<file path="src/rtl/rr_priority_arbiter_if.sv">
// Request/grant bundle shared by the round-robin priority arbiter and its
// consumers. The master side owns requests, mode and acknowledge; the slave
// side (the arbiter) owns the grant outputs and the any_req summary.
interface rr_priority_arbiter_if #(
    parameter int N = 8
) ();
    localparam int W = $clog2(N);

    logic         mode;
    logic [N-1:0] req;
    logic         gnt_ack;
    logic         gnt_valid;
    logic [W-1:0] gnt_pos;
    logic [N-1:0] gnt_onehot;
    logic         any_req;

    modport master (
        output mode,
        output req,
        output gnt_ack,
        input  gnt_valid,
        input  gnt_pos,
        input  gnt_onehot,
        input  any_req
    );

    modport slave (
        input  mode,
        input  req,
        input  gnt_ack,
        output gnt_valid,
        output gnt_pos,
        output gnt_onehot,
        output any_req
    );
endinterface

</file>
<file path="src/rtl/rr_priority_arbiter.sv">
// Registered N-way arbiter with fixed (index 0 highest) or rotating
// round-robin priority. A grant is presented with gnt_valid and held
// unchanged until the consumer acknowledges it, so the block can guard a
// shared resource directly. With mode = 0 the winner matches the old 8-bit
// casez priority encoder (lowest set index wins).
module rr_priority_arbiter #(
    parameter  int N = 8,
    localparam int W = $clog2(N)
) (
    input logic               clk,
    input logic               reset,
    rr_priority_arbiter_if.slave bus
);

    typedef enum logic {
        IDLE,
        HOLD
    } state_t;

    state_t       state;
    state_t       state_next;
    logic         gnt_valid;
    logic         gnt_valid_next;
    logic [W-1:0] gnt_pos;
    logic [W-1:0] gnt_pos_next;
    logic [N-1:0] gnt_onehot;
    logic [N-1:0] gnt_onehot_next;
    logic [W-1:0] ptr;
    logic [W-1:0] ptr_next;
    logic         rr_grant;
    logic         rr_grant_next;

    logic [N-1:0] rr_mask;
    logic [N-1:0] masked_req;
    logic [W-1:0] winner;

    // Lowest set bit of a request vector, encoded as a binary index.
    function automatic logic [W-1:0] lowest_set(input logic [N-1:0] v);
        logic [W-1:0] idx;
        idx = '0;
        for (int i = N - 1; i >= 0; i--) begin
            if (v[i]) begin
                idx = W'(i);
            end
        end
        return idx;
    endfunction

    // Winner selection: round-robin searches from ptr upward and wraps to the
    // lowest requester when nothing at or above ptr is asking.
    always_comb begin
        rr_mask    = '0;
        masked_req = '0;
        winner     = '0;
        for (int i = 0; i < N; i++) begin
            rr_mask[i] = (W'(i) >= ptr);
        end
        masked_req = bus.req & rr_mask;
        if (bus.mode && (masked_req != '0)) begin
            winner = lowest_set(masked_req);
        end else begin
            winner = lowest_set(bus.req);
        end
    end

    // State and grant registers; reset drops any grant and rewinds the pointer.
    always_ff @(posedge clk) begin
        if (reset) begin
            state      <= IDLE;
            gnt_valid  <= 1'b0;
            gnt_pos    <= '0;
            gnt_onehot <= '0;
            ptr        <= '0;
            rr_grant   <= 1'b0;
        end else begin
            state      <= state_next;
            gnt_valid  <= gnt_valid_next;
            gnt_pos    <= gnt_pos_next;
            gnt_onehot <= gnt_onehot_next;
            ptr        <= ptr_next;
            rr_grant   <= rr_grant_next;
        end
    end

    // Next-state logic: arbitrate in IDLE, hold the grant until it is acked,
    // and advance the pointer only for grants made in round-robin mode.
    always_comb begin
        state_next      = state;
        gnt_valid_next  = gnt_valid;
        gnt_pos_next    = gnt_pos;
        gnt_onehot_next = gnt_onehot;
        ptr_next        = ptr;
        rr_grant_next   = rr_grant;
        case (state)
            IDLE: begin
                if (bus.req != '0) begin
                    gnt_pos_next    = winner;
                    gnt_onehot_next = N'(1) << winner;
                    gnt_valid_next  = 1'b1;
                    rr_grant_next   = bus.mode;
                    state_next      = HOLD;
                end
            end
            HOLD: begin
                if (bus.gnt_ack) begin
                    gnt_valid_next  = 1'b0;
                    gnt_onehot_next = '0;
                    state_next      = IDLE;
                    if (rr_grant) begin
                        ptr_next = (gnt_pos == W'(N - 1)) ? '0 : gnt_pos + W'(1);
                    end
                end
            end
            default: begin
                state_next = IDLE;
            end
        endcase
    end

    assign bus.gnt_valid  = gnt_valid;
    assign bus.gnt_pos    = gnt_pos;
    assign bus.gnt_onehot = gnt_onehot;
    assign bus.any_req    = |bus.req;

endmodule

</file>
<file path="src/flat_wrapper.sv">
// flat-port wrapper written by rule: the top's interface ports become plain ports
module rr_priority_arbiter_flat 
#(
    parameter  int N = 8,
    localparam int W = $clog2(N)
)
  (clk, reset, bus_mode, bus_req, bus_gnt_ack, bus_gnt_valid, bus_gnt_pos, bus_gnt_onehot, bus_any_req);
  rr_priority_arbiter_if #(.N(N)) bus_i ();
  input logic clk;
  input logic reset;
  input wire logic [$bits(bus_i.mode)-1:0] bus_mode;
  input wire logic [$bits(bus_i.req)-1:0] bus_req;
  input wire logic [$bits(bus_i.gnt_ack)-1:0] bus_gnt_ack;
  output wire logic [$bits(bus_i.gnt_valid)-1:0] bus_gnt_valid;
  output wire logic [$bits(bus_i.gnt_pos)-1:0] bus_gnt_pos;
  output wire logic [$bits(bus_i.gnt_onehot)-1:0] bus_gnt_onehot;
  output wire logic [$bits(bus_i.any_req)-1:0] bus_any_req;
  assign bus_i.mode = bus_mode;
  assign bus_i.req = bus_req;
  assign bus_i.gnt_ack = bus_gnt_ack;
  assign bus_gnt_valid = bus_i.gnt_valid;
  assign bus_gnt_pos = bus_i.gnt_pos;
  assign bus_gnt_onehot = bus_i.gnt_onehot;
  assign bus_any_req = bus_i.any_req;
  rr_priority_arbiter #(.N(N)) u_core (.clk(clk), .reset(reset), .bus(bus_i));
endmodule
</file>
<file path="config.mk">
export PLATFORM = sky130hd
export DESIGN_NAME = rr_priority_arbiter_flat
export DESIGN_NICKNAME = d
export VERILOG_FILES = /design/src/rtl/rr_priority_arbiter_if.sv /design/src/rtl/rr_priority_arbiter.sv /design/src/flat_wrapper.sv
export SDC_FILE = /design/constraint.sdc
export NUM_CORES = 1
export LEC_CHECK = 0
export CORE_MARGIN = 5
export CORE_UTILIZATION = 51
export DETAILED_ROUTE_END_ITERATION = 8
export GPL_TIMING_DRIVEN = 0
export PLACE_DENSITY = 0.83
export SLEW_MARGIN = 20
export SYNTH_ARGS = -nofsm -noshare
export SYNTH_HDL_FRONTEND = slang
export SYNTH_SLANG_ARGS = --single-unit
</file>
<file path="constraint.sdc">
create_clock -name clk -period 2.4 [get_ports clk]
set_input_delay 0.48 -clock clk [delete_from_list [all_inputs] [get_ports clk]]
set_output_delay 0.48 -clock clk [all_outputs]
set_load 0.02 [all_outputs]
</file>
Word-level counts from Yosys, hierarchy flattened:

Cells that the tools add are included.

* output and inout bits: 13
* register bits after elaboration: 17

* shift-type cells: 1
* add/sub/neg operators: 1
* magnitude comparators: 8
* eq/ne operators: 3
* reduce and logical (&&, ||, !) cells: 7
* bitwise logic cells: 2
* mux-type cells: 27

Operator list (count)
* two-way mux 3 bit: 18
* two-way mux 8 bit: 2
* one-hot mux 8 bit (2 select lines): 1
* nonzero test 8 bit: 2
* greater-or-equal comparator 3 bit (first input constant): 4
* bitwise AND 8 bit: 1
* OR reduction 8 bit: 1
* left shift 1 x 3 -> 8 bit (first input constant): 1
* greater-or-equal comparator 1 x 3 -> 1 bit (first input constant): 2
* greater-or-equal comparator 2 x 3 -> 1 bit (first input constant): 2
* two-way mux 1 bit: 4
* one-hot mux 1 bit (2 select lines): 2
* AND reduction 2 bit: 2
* adder 3 x 1 -> 3 bit (second input constant): 1
* == test 3 bit (second input constant): 1
* AND reduction 3 bit: 1
* inequality test 2 x 1 -> 1 bit (second input constant): 1
* inequality test 2 bit (second input constant): 1
* logical AND 1 bit: 1
* inverter 1 bit: 1

Depth between registers and ports, before layout:

* depth in word-level cells: 14
* mapped depth: 8
* gate-level depth less buffers: 7

Least setup slack after synthesis:

Ideal clock, no wire load.

* path kind: input-to-reg
* start point: input port bus_req[3]
* end point: register u_core.gnt_onehot[5], in the netlist u_core.bus.gnt_onehot[5]
* setup time: 0.065 ns
* stages: 5
* setup slack: 0.602 ns
* arrival: 1.733 ns
* cell sequence: nor4_2 > nand3_1 > mux2i_2 > a22oi_1 > nor2_1

* longest elaborated chain between the ends: 9
* elaborated cells on any way between the ends: 18

RTL lines
* start, declared: RTL line flat_wrapper.sv:12 `input wire logic [$bits(bus_i.req)-1:0] bus_req;`
* bitwise AND 8 bit: RTL line rr_priority_arbiter.sv:58 `masked_req = bus.req & rr_mask;`
* two-way mux 3 bit (4 in a row): RTL line rr_priority_arbiter.sv:42 `if (v[i]) begin`
* two-way mux 3 bit: RTL line rr_priority_arbiter.sv:59 `if (bus.mode && (masked_req != '0)) begin`
* left shift 1 x 3 -> 8 bit: RTL line rr_priority_arbiter.sv:98 `gnt_onehot_next = N'(1) << winner;`
* two-way mux 8 bit: RTL line rr_priority_arbiter.sv:96 `if (bus.req != '0) begin`
* one-hot mux 8 bit (2 select lines): RTL line rr_priority_arbiter.sv:94 `case (state)`
* end signal, assigned: RTL line rr_priority_arbiter.sv:79 `gnt_onehot <= gnt_onehot_next;`
* end, declared: RTL line rr_priority_arbiter.sv:26 `logic [N-1:0] gnt_onehot;`

Parallel ways exist; a longest one is shown, timed or not. The select of a mux whose other input is x is not followed.
A chain may end at the register's enable or synchronous reset.

Final worst setup path:

* start point: input port bus_req[1]
* end point: output port bus_any_req

* longest elaborated chain between the ends: 1

RTL lines
* OR reduction 8 bit: RTL line rr_priority_arbiter.sv:123 `assign bus.any_req = |bus.req;`
* end, declared: RTL line flat_wrapper.sv:17 `output wire logic [$bits(bus_i.any_req)-1:0] bus_any_req;`

No other way between the ends.

==> impl_metrics.toml <==
[synthesis]
syn_area_sq_um = 995
synth_fp_nets = 134
ys_async_sr_fraction_pct = 0
yosys.area.top_type = "dfxtp_1"
synth_ff_type = "dfxtp_1"
ys_ff_latch = 17
synth.distinct_cells = 40
yosys-top-cells-area = "dfxtp_1 (34%), nor2_1 (6.8%), mux2i_1 (5.0%)"
synth_edf_count = 0
yosysTopAreaCellShare_pct = 34.2
yosysWarnings = 0
synth_seq_area_share_pct = 34.2
syn_inst = 120
syn_area_per_cell_sq_um = 8.29

[pwr]
total_power_uw = 613
power_density_nw_per_um2 = 467
leakagePower_nw = 0.518
ir_worst_vdd_uv = 537

[die]
die_width_um = 54.2
core_area_sq_um = 1900
io_pins = 25
initial_core_util_pct = 52.3
num_rows = 16
die_h_um = 54.2
dieArea_sq_um = 2930

[placement]
placed_area_sq_um = 1260
place_inst = 170
place.detailed.hpwl_um = 1920
gp_congestion = 0.976
port-buffer-count = 23

[cts]
clock_path_buffers = 2
holdBufCountCts = 0
cts_sinks = 17
cts_tree = "yes"
root_buffer = "clkbuf_4"
clk_pin_slew_ps = 100
cts_inserted_buffers = 3
clk_latency_ps = 300
htreeDepth = 1

[timing]
fin_crit_sh_pct = 97.3
finalHoldViolations = 0
max_slew.worst_pin.slew_ps = 506
max_freq_mhz = 428
grt_setup_unrepaired = "yes"
finalSetupTns_ps = 0
setup_violations = 0
fin_hold_ws_ps = 454
skew_ps = 5.88
slew_headroom_pct = 65.6
layout_min_cycle_time_ps = 2330
slew_viol_final = 0

[drt]
wire_per_inst_um = 14.9
drc = 0
drtIter0Drc = 19
drt-vias-per-instance = 5.73
routed_wl_um = 2620
antenna_left = 0
dr.pass1.iters = 4
vias = 1003

[hold_path]
hold_class = "reg2reg"
min_path_cells = 2
hp-start = "u_core.bus.gnt_onehot[4]$_SDFFE_PP0P_"
min_to = "u_core.bus.gnt_onehot[4]$_SDFFE_PP0P_"

[global_routing]
grt_pass1_wl_um = 4130
grt_pass1_vias = 941
antenna_found_initial = 0
grt_max_degree = 11
grt_overflow = 0
track_usage_pct = 19.5

[outcome]
status = "finished, final reports clean"

[finish]
layout_common_cells = "clkdlybuf4s50_1 (21), nor2_1 (18), dfxtp_1 (17)"
drive_above_1_share_pct = 12.8
nets = 163
fill_cells = 164
final_cells = 175
n_antenna_cell = 0
final_common_cell = "clkdlybuf4s50_1"
area_growth_syn_to_layout_pct = 32.1
ff_latch_area_sq_um = 340
final_cell_area_sq_um = 1310
multi_input_area_sq_um = 637

[critical_path]
r2r_start = "u_core.ptr[1]$_SDFFE_PP0P_"
reg2regPathDepth = 8
start_kind = "input pin"
cp-end-kind = "primary output"
r2r_end = "u_core.bus.gnt_onehot[7]$_SDFFE_PP0P_"
critical_path_class = "in2out"
critPathArrivalTime_ps = 1850
r2r_setup_slack_ps = 450
required_ps = 1920
critPathMaxFanout = 5

[flow_run]
cap_violations = 0
==> how the worst max path moves through the flow <==
stage	depth (start not counted)	end	startpoint	slack, ps
5_1_grt	4	bus_any_req	bus_req[1]	-10
3_3_place_gp	4	bus_any_req	bus_req[3]	-370
3_5_place_dp	4	bus_any_req	bus_req[3]	-490
6_report	4	bus_any_req	bus_req[1]	70
4_1_cts	4	bus_any_req	bus_req[3]	7
2_1_floorplan	5	u_core.bus.gnt_onehot[5]$_SDFFE_PP0P_	bus_req[3]	600
==> routing by layer <==
layer  track usage (%)  wire (um)  vias up  part of all wire (%)
met5                 0          0        -                     0
met2              33.3       1300       26                    50
met3              4.16        122        9                   4.7
met4              8.30         57        0                   2.2
met1              23.3       1140      477                    43
li1                  -          -      491                     -
==> cells by family after synthesis <==
| logic type | after synthesis | synth area share, % |
|---|---|---|
| multiplexers | 6 | 6.41 |
| flip-flops | 17 | 34.2 |
| buffers and inverters | 9 | 3.65 |
| adder cells (fa/ha/maj) | 2 | 2.52 |
| AO/OA/AOI/OAI | 36 | 27.7 |
| AND/OR/NAND/NOR | 50 | 25.5 |
==> timing repair <==
action,CTS,global route
pin swaps,1,0
gates resized for setup,2,3
setup buffers,1,0
cloned,0,0
setup endpoints to repair,1,3
==> Yosys cell counts, drive strengths merged, types with 2 or more instances <==
cell,n
nor2b,3
a22oi,7
nor3b,2
o21ai,6
inv,5
buf,3
nand2b,5
ha,2
nor3,3
dfxtp,17
mux2i,6
a21boi,2
a41oi,2
a21oi,9
and3b,2
nand3,4
nand2,10
nor2,18
==> per-stage QoR <==
step / util, % / worst slack, ps
after floorplan: - / 602
after global placement: 66.2 / -371
after detailed placement: 66.2 / -487
after CTS: 68.4 / 6.57
after global routing: 69.1 / -14.1
final: 69.1 / 65.2
==> state kept, by name, summed over array words and instances, names as in the netlist <==
name,cells
u_core.state,1
u_core.bus.gnt_valid,1
u_core.ptr,3
u_core.bus.gnt_pos,3
u_core.bus.gnt_onehot,8
u_core.rr_grant,1
==> critical path, cell delays in order <==
cell	delay, ps
clkdlybuf4s50_1	510
nor4_4	360
nand3_2	140
dlygate4sd2_1	350
==> final cells by class <==
type / count / area share (%)
Sequential cell: 17 / 25.9
Clock buffer: 3 / 1.71
Timing Repair Buffer: 24 / 18.2
Multi-Input combinational cell: 94 / 48.5
Tap cell: 27 / 2.57
Clock inverter: 1 / 0.381
Inverter: 5 / 1.43
Buffer: 4 / 1.33
==> report_power, final <==
part | internal (mW) | switching, mW | leakage, nW
clock network | 0.0621 | 0.0945 | 0.0177
registers | 0.295 | 0.0100 | 0.139
logic | 0.0691 | 0.0823 | 0.361
Note: power is estimated with default switching activity, not from simulation.
